`config.mk`:
```
export PLATFORM = sky130hd
export DESIGN_NAME = idli_seq_m_flat
export DESIGN_NICKNAME = d
export VERILOG_FILES = /design/src/rtl/idli_seq_m.sv /design/src/rtl/idli_seq_m_if.sv /design/src/flat_wrapper.sv
export SDC_FILE = /design/constraint.sdc
export NUM_CORES = 1
export LEC_CHECK = 0
export CAP_MARGIN = 15
export CORE_AREA = 2 2 39 41
export DETAILED_ROUTE_END_ITERATION = 7
export DIE_AREA = 0 0 41 43
export HOLD_SLACK_MARGIN = 0.15
export PLACE_DENSITY = 0.52
export SLEW_MARGIN = 20
export SYNTH_ARGS = -nofsm -noshare
export SYNTH_HDL_FRONTEND = slang
export SYNTH_SLANG_ARGS = --single-unit
```
`constraint.sdc`:
```
create_clock -name i_sq_gck -period 2.4 [get_ports i_sq_gck]
set_clock_uncertainty 0.2 [all_clocks]
set_input_delay 0.36 -clock i_sq_gck [delete_from_list [all_inputs] [get_ports i_sq_gck]]
set_output_delay 0.36 -clock i_sq_gck [all_outputs]
set_load 0.02 [all_outputs]
```
`src/rtl/idli_seq_m.sv`:
```
// Instruction sequencer: GCK sync counter, encoding/immediate classification,
// conditional-execution state and PC-redirect flush handling.
package idli_pkg;
  typedef logic [1:0] ctr_t;
  typedef logic [1:0] cond_t;   // {en, pol}
  typedef enum logic {ST_WAIT, ST_RUN} seq_state_t;
endpackage

module idli_seq_m
  import idli_pkg::*;
(
  input  logic        i_sq_gck,
  input  logic        i_sq_rst_n,
  idli_seq_m_if.slave sq
);

  seq_state_t state_q, state_d;
  ctr_t       ctr_q, ctr_d;
  logic       dec_vld_q, dec_vld_d;
  cond_t      cond_q, cond_d;
  logic       flush_q, flush_d;

  logic run;
  logic imm;
  logic enc_vld;
  logic pass;
  logic exec;
  logic take_redirect;

  assign run           = (state_q == ST_RUN);
  assign imm           = run && dec_vld_q && sq.i_sq_rhs_sqi;
  assign enc_vld       = run && !imm;
  assign pass          = !cond_q[1] || (sq.i_sq_p == cond_q[0]);
  assign exec          = run && dec_vld_q && pass;
  assign take_redirect = (ctr_q == 2'd3) && exec && sq.i_sq_redirect;

  assign sq.o_sq_ctr     = ctr_q;
  assign sq.o_sq_enc_vld = enc_vld;
  assign sq.o_sq_imm     = imm;
  assign sq.o_sq_exec    = exec;
  assign sq.o_sq_flush   = flush_q;

  // NOTE: every variable gets its hold value before the case so no path leaves
  // one unassigned; that is what keeps this block free of inferred latches.
  always_comb begin
    state_d   = state_q;
    ctr_d     = ctr_q;
    dec_vld_d = dec_vld_q;
    cond_d    = cond_q;
    flush_d   = 1'b0;

    unique case (state_q)
      ST_WAIT: begin
        ctr_d = '0;
        // The flush cycle itself never accepts a restart of the stream.
        if (sq.i_sq_mem_vld && !flush_q) begin
          state_d = ST_RUN;
          ctr_d   = 2'd1;
        end
      end

      ST_RUN: begin
        if (!sq.i_sq_mem_vld) begin
          state_d   = ST_WAIT;
          ctr_d     = '0;
          dec_vld_d = 1'b0;
          cond_d    = '0;
        end else begin
          ctr_d = ctr_q + 2'd1;
          if (ctr_q == 2'd3) begin
            if (take_redirect) begin
              state_d   = ST_WAIT;
              ctr_d     = '0;
              dec_vld_d = 1'b0;
              cond_d    = '0;
              flush_d   = 1'b1;
            end else begin
              dec_vld_d = enc_vld;
              // Cond state is consumed by whichever instruction sees it.
              if (dec_vld_q)
                cond_d = (exec && sq.i_sq_cond_wr) ? cond_t'(sq.i_sq_cond) : '0;
            end
          end
        end
      end

      default: state_d = ST_WAIT;
    endcase
  end

  // NOTE: sequential state uses non-blocking assignments so every flop samples
  // the pre-edge values regardless of statement order.
  always_ff @(posedge i_sq_gck or negedge i_sq_rst_n) begin
    if (!i_sq_rst_n) begin
      state_q   <= ST_WAIT;
      ctr_q     <= '0;
      dec_vld_q <= 1'b0;
      cond_q    <= '0;
      flush_q   <= 1'b0;
    end else begin
      state_q   <= state_d;
      ctr_q     <= ctr_d;
      dec_vld_q <= dec_vld_d;
      cond_q    <= cond_d;
      flush_q   <= flush_d;
    end
  end

endmodule

```
`src/rtl/idli_seq_m_if.sv`:
```
// Sequencer-side signal bundle: SQI stream status and decode hints in,
// sync counter and per-word qualifiers out.
interface idli_seq_m_if;
  logic       i_sq_mem_vld;
  logic       i_sq_rhs_sqi;
  logic       i_sq_cond_wr;
  logic [1:0] i_sq_cond;
  logic       i_sq_p;
  logic       i_sq_redirect;
  logic [1:0] o_sq_ctr;
  logic       o_sq_enc_vld;
  logic       o_sq_imm;
  logic       o_sq_exec;
  logic       o_sq_flush;

  modport master (
    output i_sq_mem_vld, i_sq_rhs_sqi, i_sq_cond_wr, i_sq_cond, i_sq_p, i_sq_redirect,
    input  o_sq_ctr, o_sq_enc_vld, o_sq_imm, o_sq_exec, o_sq_flush
  );

  modport slave (
    input  i_sq_mem_vld, i_sq_rhs_sqi, i_sq_cond_wr, i_sq_cond, i_sq_p, i_sq_redirect,
    output o_sq_ctr, o_sq_enc_vld, o_sq_imm, o_sq_exec, o_sq_flush
  );
endinterface

```
`src/flat_wrapper.sv`:
```
// flat-port wrapper written by rule: the top's interface ports become plain ports
module idli_seq_m_flat import idli_pkg::*;
  (i_sq_gck, i_sq_rst_n, sq_i_sq_mem_vld, sq_i_sq_rhs_sqi, sq_i_sq_cond_wr, sq_i_sq_cond, sq_i_sq_p, sq_i_sq_redirect, sq_o_sq_ctr, sq_o_sq_enc_vld, sq_o_sq_imm, sq_o_sq_exec, sq_o_sq_flush);
  idli_seq_m_if sq_i ();
  input  logic i_sq_gck;
  input  logic i_sq_rst_n;
  input wire logic [$bits(sq_i.i_sq_mem_vld)-1:0] sq_i_sq_mem_vld;
  input wire logic [$bits(sq_i.i_sq_rhs_sqi)-1:0] sq_i_sq_rhs_sqi;
  input wire logic [$bits(sq_i.i_sq_cond_wr)-1:0] sq_i_sq_cond_wr;
  input wire logic [$bits(sq_i.i_sq_cond)-1:0] sq_i_sq_cond;
  input wire logic [$bits(sq_i.i_sq_p)-1:0] sq_i_sq_p;
  input wire logic [$bits(sq_i.i_sq_redirect)-1:0] sq_i_sq_redirect;
  output wire logic [$bits(sq_i.o_sq_ctr)-1:0] sq_o_sq_ctr;
  output wire logic [$bits(sq_i.o_sq_enc_vld)-1:0] sq_o_sq_enc_vld;
  output wire logic [$bits(sq_i.o_sq_imm)-1:0] sq_o_sq_imm;
  output wire logic [$bits(sq_i.o_sq_exec)-1:0] sq_o_sq_exec;
  output wire logic [$bits(sq_i.o_sq_flush)-1:0] sq_o_sq_flush;
  assign sq_i.i_sq_mem_vld = sq_i_sq_mem_vld;
  assign sq_i.i_sq_rhs_sqi = sq_i_sq_rhs_sqi;
  assign sq_i.i_sq_cond_wr = sq_i_sq_cond_wr;
  assign sq_i.i_sq_cond = sq_i_sq_cond;
  assign sq_i.i_sq_p = sq_i_sq_p;
  assign sq_i.i_sq_redirect = sq_i_sq_redirect;
  assign sq_o_sq_ctr = sq_i.o_sq_ctr;
  assign sq_o_sq_enc_vld = sq_i.o_sq_enc_vld;
  assign sq_o_sq_imm = sq_i.o_sq_imm;
  assign sq_o_sq_exec = sq_i.o_sq_exec;
  assign sq_o_sq_flush = sq_i.o_sq_flush;
  idli_seq_m u_core (.i_sq_gck(i_sq_gck), .i_sq_rst_n(i_sq_rst_n), .sq(sq_i));
endmodule
```
Word-level counts from Yosys, hierarchy flattened
Cells that the tools add are included.
{"block": "word_totals", "register_bits": 7, "inputBits": 9, "output_inout_bits": 6, "elab_cells": 47}
{"block": "op_classes", "add_sub_neg": 1, "eq_ne": 4, "n_mux": 22, "bitwise": 1, "reduce_logical": 14}
{"op": "$mux W2", "count": 8}
{"op": "$mux W1", "count": 12}
{"op": "$logic_and A1 B1 Y1", "count": 8}
{"op": "$pmux W2 S2", "count": 1}
{"op": "$logic_not A1 Y1", "count": 3}
{"op": "$ne A3 B1 Y1 const B", "count": 1}
{"op": "$reduce_and A3 Y1", "count": 1}
{"op": "$add A2 B1 Y2 const B", "count": 1}
{"op": "$eq A2 B2 Y1 const B", "count": 1}
{"op": "$ne A2 B1 Y1 const B", "count": 1}
{"op": "$pmux W1 S2", "count": 1}
{"op": "$reduce_and A2 Y1", "count": 1}
{"op": "$eq A1 B1 Y1", "count": 1}
{"op": "$logic_or A1 B1 Y1", "count": 1}
{"op": "$not A1 Y1", "count": 1}

Logic depth before layout (Yosys ltp)
{"block": "depth", "depth_word": 9, "ltp_mapped": 4, "depth_no_buf": 4}

Least setup slack after synthesis
OpenSTA, ideal clock, no wires.
{"block": "synth_timing", "kind": "reg-to-output", "start": "register u_core.state_q (netlist: u_core.run)", "end": "output port sq_o_sq_enc_vld", "arrival_time_ps": 959, "required_time_ps": 1840, "setup_slack_ps": 881, "path_stages_with_launch": 3, "path_buffers": 1, "path_cell_list": "dfrtp_1 buf_4 a21boi_0"}
{"block": "synth_via", "elab_chain_len": 4}
{"element": "start, declared", "line": "idli_seq_m.sv:17", "text": "seq_state_t state_q, state_d;"}
{"element": "start signal, assigned", "line": "idli_seq_m.sv:101", "text": "state_q <= state_d;"}
{"element": "$logic_and A1 B1 Y1 (2 in series)", "line": "idli_seq_m.sv:31", "text": "assign imm = run && dec_vld_q && sq.i_sq_rhs_sqi;"}
{"element": "$logic_not A1 Y1", "line": "idli_seq_m.sv:32", "text": "assign enc_vld = run && !imm;"}
{"element": "$logic_and A1 B1 Y1 *", "line": "idli_seq_m.sv:32"}
{"element": "end, declared", "line": "flat_wrapper.sv:14", "text": "output wire logic [$bits(sq_i.o_sq_enc_vld)-1:0] sq_o_sq_enc_vld;"}
Every way passes the cells marked *; elsewhere a longest branch is shown, timed or not.

Final worst setup path
{"block": "layout_timing", "start": "input port sq_i_sq_p", "end": "output port sq_o_sq_exec"}
{"block": "layout_via", "elab_chain_len": 3}
{"element": "start, declared", "line": "flat_wrapper.sv:11", "text": "input wire logic [$bits(sq_i.i_sq_p)-1:0] sq_i_sq_p;"}
{"element": "$eq A1 B1 Y1", "line": "idli_seq_m.sv:33", "text": "assign pass = !cond_q[1] || (sq.i_sq_p == cond_q[0]);"}
{"element": "$logic_or A1 B1 Y1", "line": "idli_seq_m.sv:33"}
{"element": "$logic_and A1 B1 Y1", "line": "idli_seq_m.sv:34", "text": "assign exec = run && dec_vld_q && pass;"}
{"element": "end, declared", "line": "flat_wrapper.sv:16", "text": "output wire logic [$bits(sq_i.o_sq_exec)-1:0] sq_o_sq_exec;"}
No other way between the ends.

==> summary.txt <==
Synth
  • Cell count after synthesis: 32
  • Seq/Total Area, Yosys: 50.9%
  • Syn avg cell area: 10.8 um^2
  • Netlist cell types: 17
  • Syn_nets: 42
  • Mapped Area: 344 um^2
  • #FFs+latches synth: 7
  • Synth warn: 0

Job
  • Max-cap violations: 0

Clock tree
  • CTS resizes: 0
  • Worst skew pair latency: 0.25 ns
  • CTS Buf Count: 3
  • H-tree depth: 1
  • Cts hold-fix bufs: 0
  • Root buffer cell: clkbuf_4
  • Worst-path clk slew: 0.06 ns
  • Post-CTS Repair Setup Buffers: 0
  • CTS tree: yes
  • Longest Clk Path Bufs: 2
  • Sink Count: 7

Power and ir drop
  • VDD IR max: 0.255 mV
  • Pwr dens: 530 nW/um^2
  • Leakage: 0.230 nW
  • Pwr Total: 0.000278 W

Global routing
  • Initial antenna violation count: 0
  • Largest net degree at the start of global routing: 11
  • First-pass GRT wire length: 1150 um
  • Remaining global-route overflow: 0
  • Vias in the first global route: 251
  • GRT Resource Usage Total: 10.2%

Finish
  • Design area: 524 um^2
  • Layout cells sized above 1: 16.3%
  • Final #Nets: 60
  • Synth-to-layout area growth: 52.4%
  • N_diodes: 0
  • Most frequent cells in the layout: clkdlybuf4s50_1, dfrtp_1, a21oi_1
  • Non-filler cells, final: 65
  • Most common cell after layout, fill and taps aside: clkdlybuf4s50_1

Routing
  • Post-DR wirelength/cell: 10.4 um
  • Routed wire length: 677 um
  • Drt pass-1 iters: 4
  • DRC violations left: 0
  • Vias per cell: 4.49
  • Antenna-violating nets left: 0
  • First-iteration detailed-routing DRC count: 5
  • Vias: 292

Timing
  • Min cycle time layout: 2.25 ns
  • Final period util: 93.8%
  • RSZ-0062 raised after global routing: false
  • Fmax: 0.444 GHz
  • Post-Route Setup TNS: 0 ns
  • Relative slew slack: 78.8%
  • Worst Max-Slew Pin Slew: 0.317 ns
  • Setup Viol. Count Final: 0
  • Final hold violation count: 0
  • Count of pins over their slew limit: 0

Die
  • DIE AREA: 1760 um^2
  • Total core area: 1380 um^2
  • Die height: 43 um
  • Initial Utilization: 24.9%
  • Die X-Extent: 41 um
  • I/O Pins: 15
  • FP Rows: 14

Placement
  • Dpl cells: 61
  • I/O Buffers: 14
  • Final HPWL DP: 552 um
  • RD Place Congestion: 0.743
  • Placed Instance Area: 497 um^2

Critical path
  • Critical Path Start Type: primary input
  • Reg2Reg Setup Slack: 0.98 ns
  • Worst Setup Path Type: in2out
  • CP arrival: 1.69 ns
  • Worst setup EP type: output pin
  • WP data required: 1.84 ns
  • Largest fanout on the critical path: 2

Min path
  • Worst Hold Class: in2async

Run status
  • Status: completed
-- where the power goes --
part / total [W] / internal (W) / switching, W
logic: 0.0000421 / 0.0000240 / 0.0000181
clock network: 0.000109 / 0.0000611 / 0.0000478
registers: 0.000127 / 0.000122 / 0.00000491
-- routing by layer --
metal	part of all wire [%]	wire length, um	global-route usage [%]	vias up
met2	47	318	13.1	10
met5	0	0	0	-
li1	-	-	-	151
met3	7.2	49	4.71	0
met1	46	309	13.5	131
met4	0	0	6.00	0
-- synth_stat cells (all sizes together) --
| cell type | number | area share (%) |
|---|---|---|
| a32o | 2 | 5.8 |
| a21oi | 5 | 8.4 |
| ha | 1 | 3.6 |
| dfrtp | 7 | 51 |
| nor2 | 1 | 1.1 |
| and3 | 3 | 5.8 |
| buf | 1 | 2.2 |
| nand2 | 3 | 3.3 |
| xor2 | 1 | 2.5 |
| inv | 1 | 1.1 |
| a211oi | 1 | 3.6 |
| nand3 | 2 | 2.9 |
| o21ai | 1 | 1.5 |
| a21boi | 2 | 4.4 |
| a21bo | 1 | 2.9 |
-- flip-flops by register name (all words and copies together) (netlist names) --
signal	count
u_core.cond_q	2
u_core.sq.o_sq_ctr	2
u_core.run	1
u_core.sq.o_sq_flush	1
u_core.dec_vld_q	1
-- final timing paths --
check | start | depth (start not counted) | endpoint
max in group asynchronous | i_sq_rst_n | 1 | u_core.cond_q[0]
hold / removal | i_sq_rst_n | 1 | u_core.sq.o_sq_ctr[1]
setup / recovery | sq_i_sq_p | 4 | sq_o_sq_exec
min in group i_sq_gck | u_core.sq.o_sq_ctr[0] | 1 | u_core.sq.o_sq_ctr[0]
hold reg to reg | u_core.sq.o_sq_ctr[0] | 1 | u_core.sq.o_sq_ctr[0]
setup reg to reg | u_core.sq.o_sq_ctr[0] | 4 | u_core.cond_q[1]
-- critical path, stage by stage --
cell	delay (ns)
clkdlybuf4s50_1	0.41
xor2_1	0.16
a21oi_1	0.15
clkdlybuf4s50_1	0.61
-- final cells by class --
class / instances / area, um^2
multi-input combinational: 23 / 158
fill: 145 / 860
inverter: 1 / 3.75
clock inverter: 1 / 5.00
sequential: 7 / 175
clock buffer: 3 / 22.5
timing repair buffer: 14 / 140
tap: 16 / 20.0
-- cells by family after synthesis --
group | after synthesis | synth area share (%)
flip-flops | 7 | 50.9
AND/OR/NAND/NOR | 9 | 13.1
XOR/XNOR | 1 | 2.55
adder cells (fa/ha/maj) | 1 | 3.64
buffers and inverters | 2 | 3.27
AO/OA/AOI/OAI | 12 | 26.5
-- stage by stage --
step	setup WS [ns]	hold WS, ns	util, %
5_1_grt	0.0772	0.178	37.9
3_3_place_gp	0.142	0.272	35.9
4_1_cts	0.140	0.174	37.9
3_5_place_dp	0.142	0.280	35.9
6_report	0.148	0.160	37.9
2_1_floorplan	0.881	-0.136	-
No activity file was read; power rests on OpenSTA's default activity.
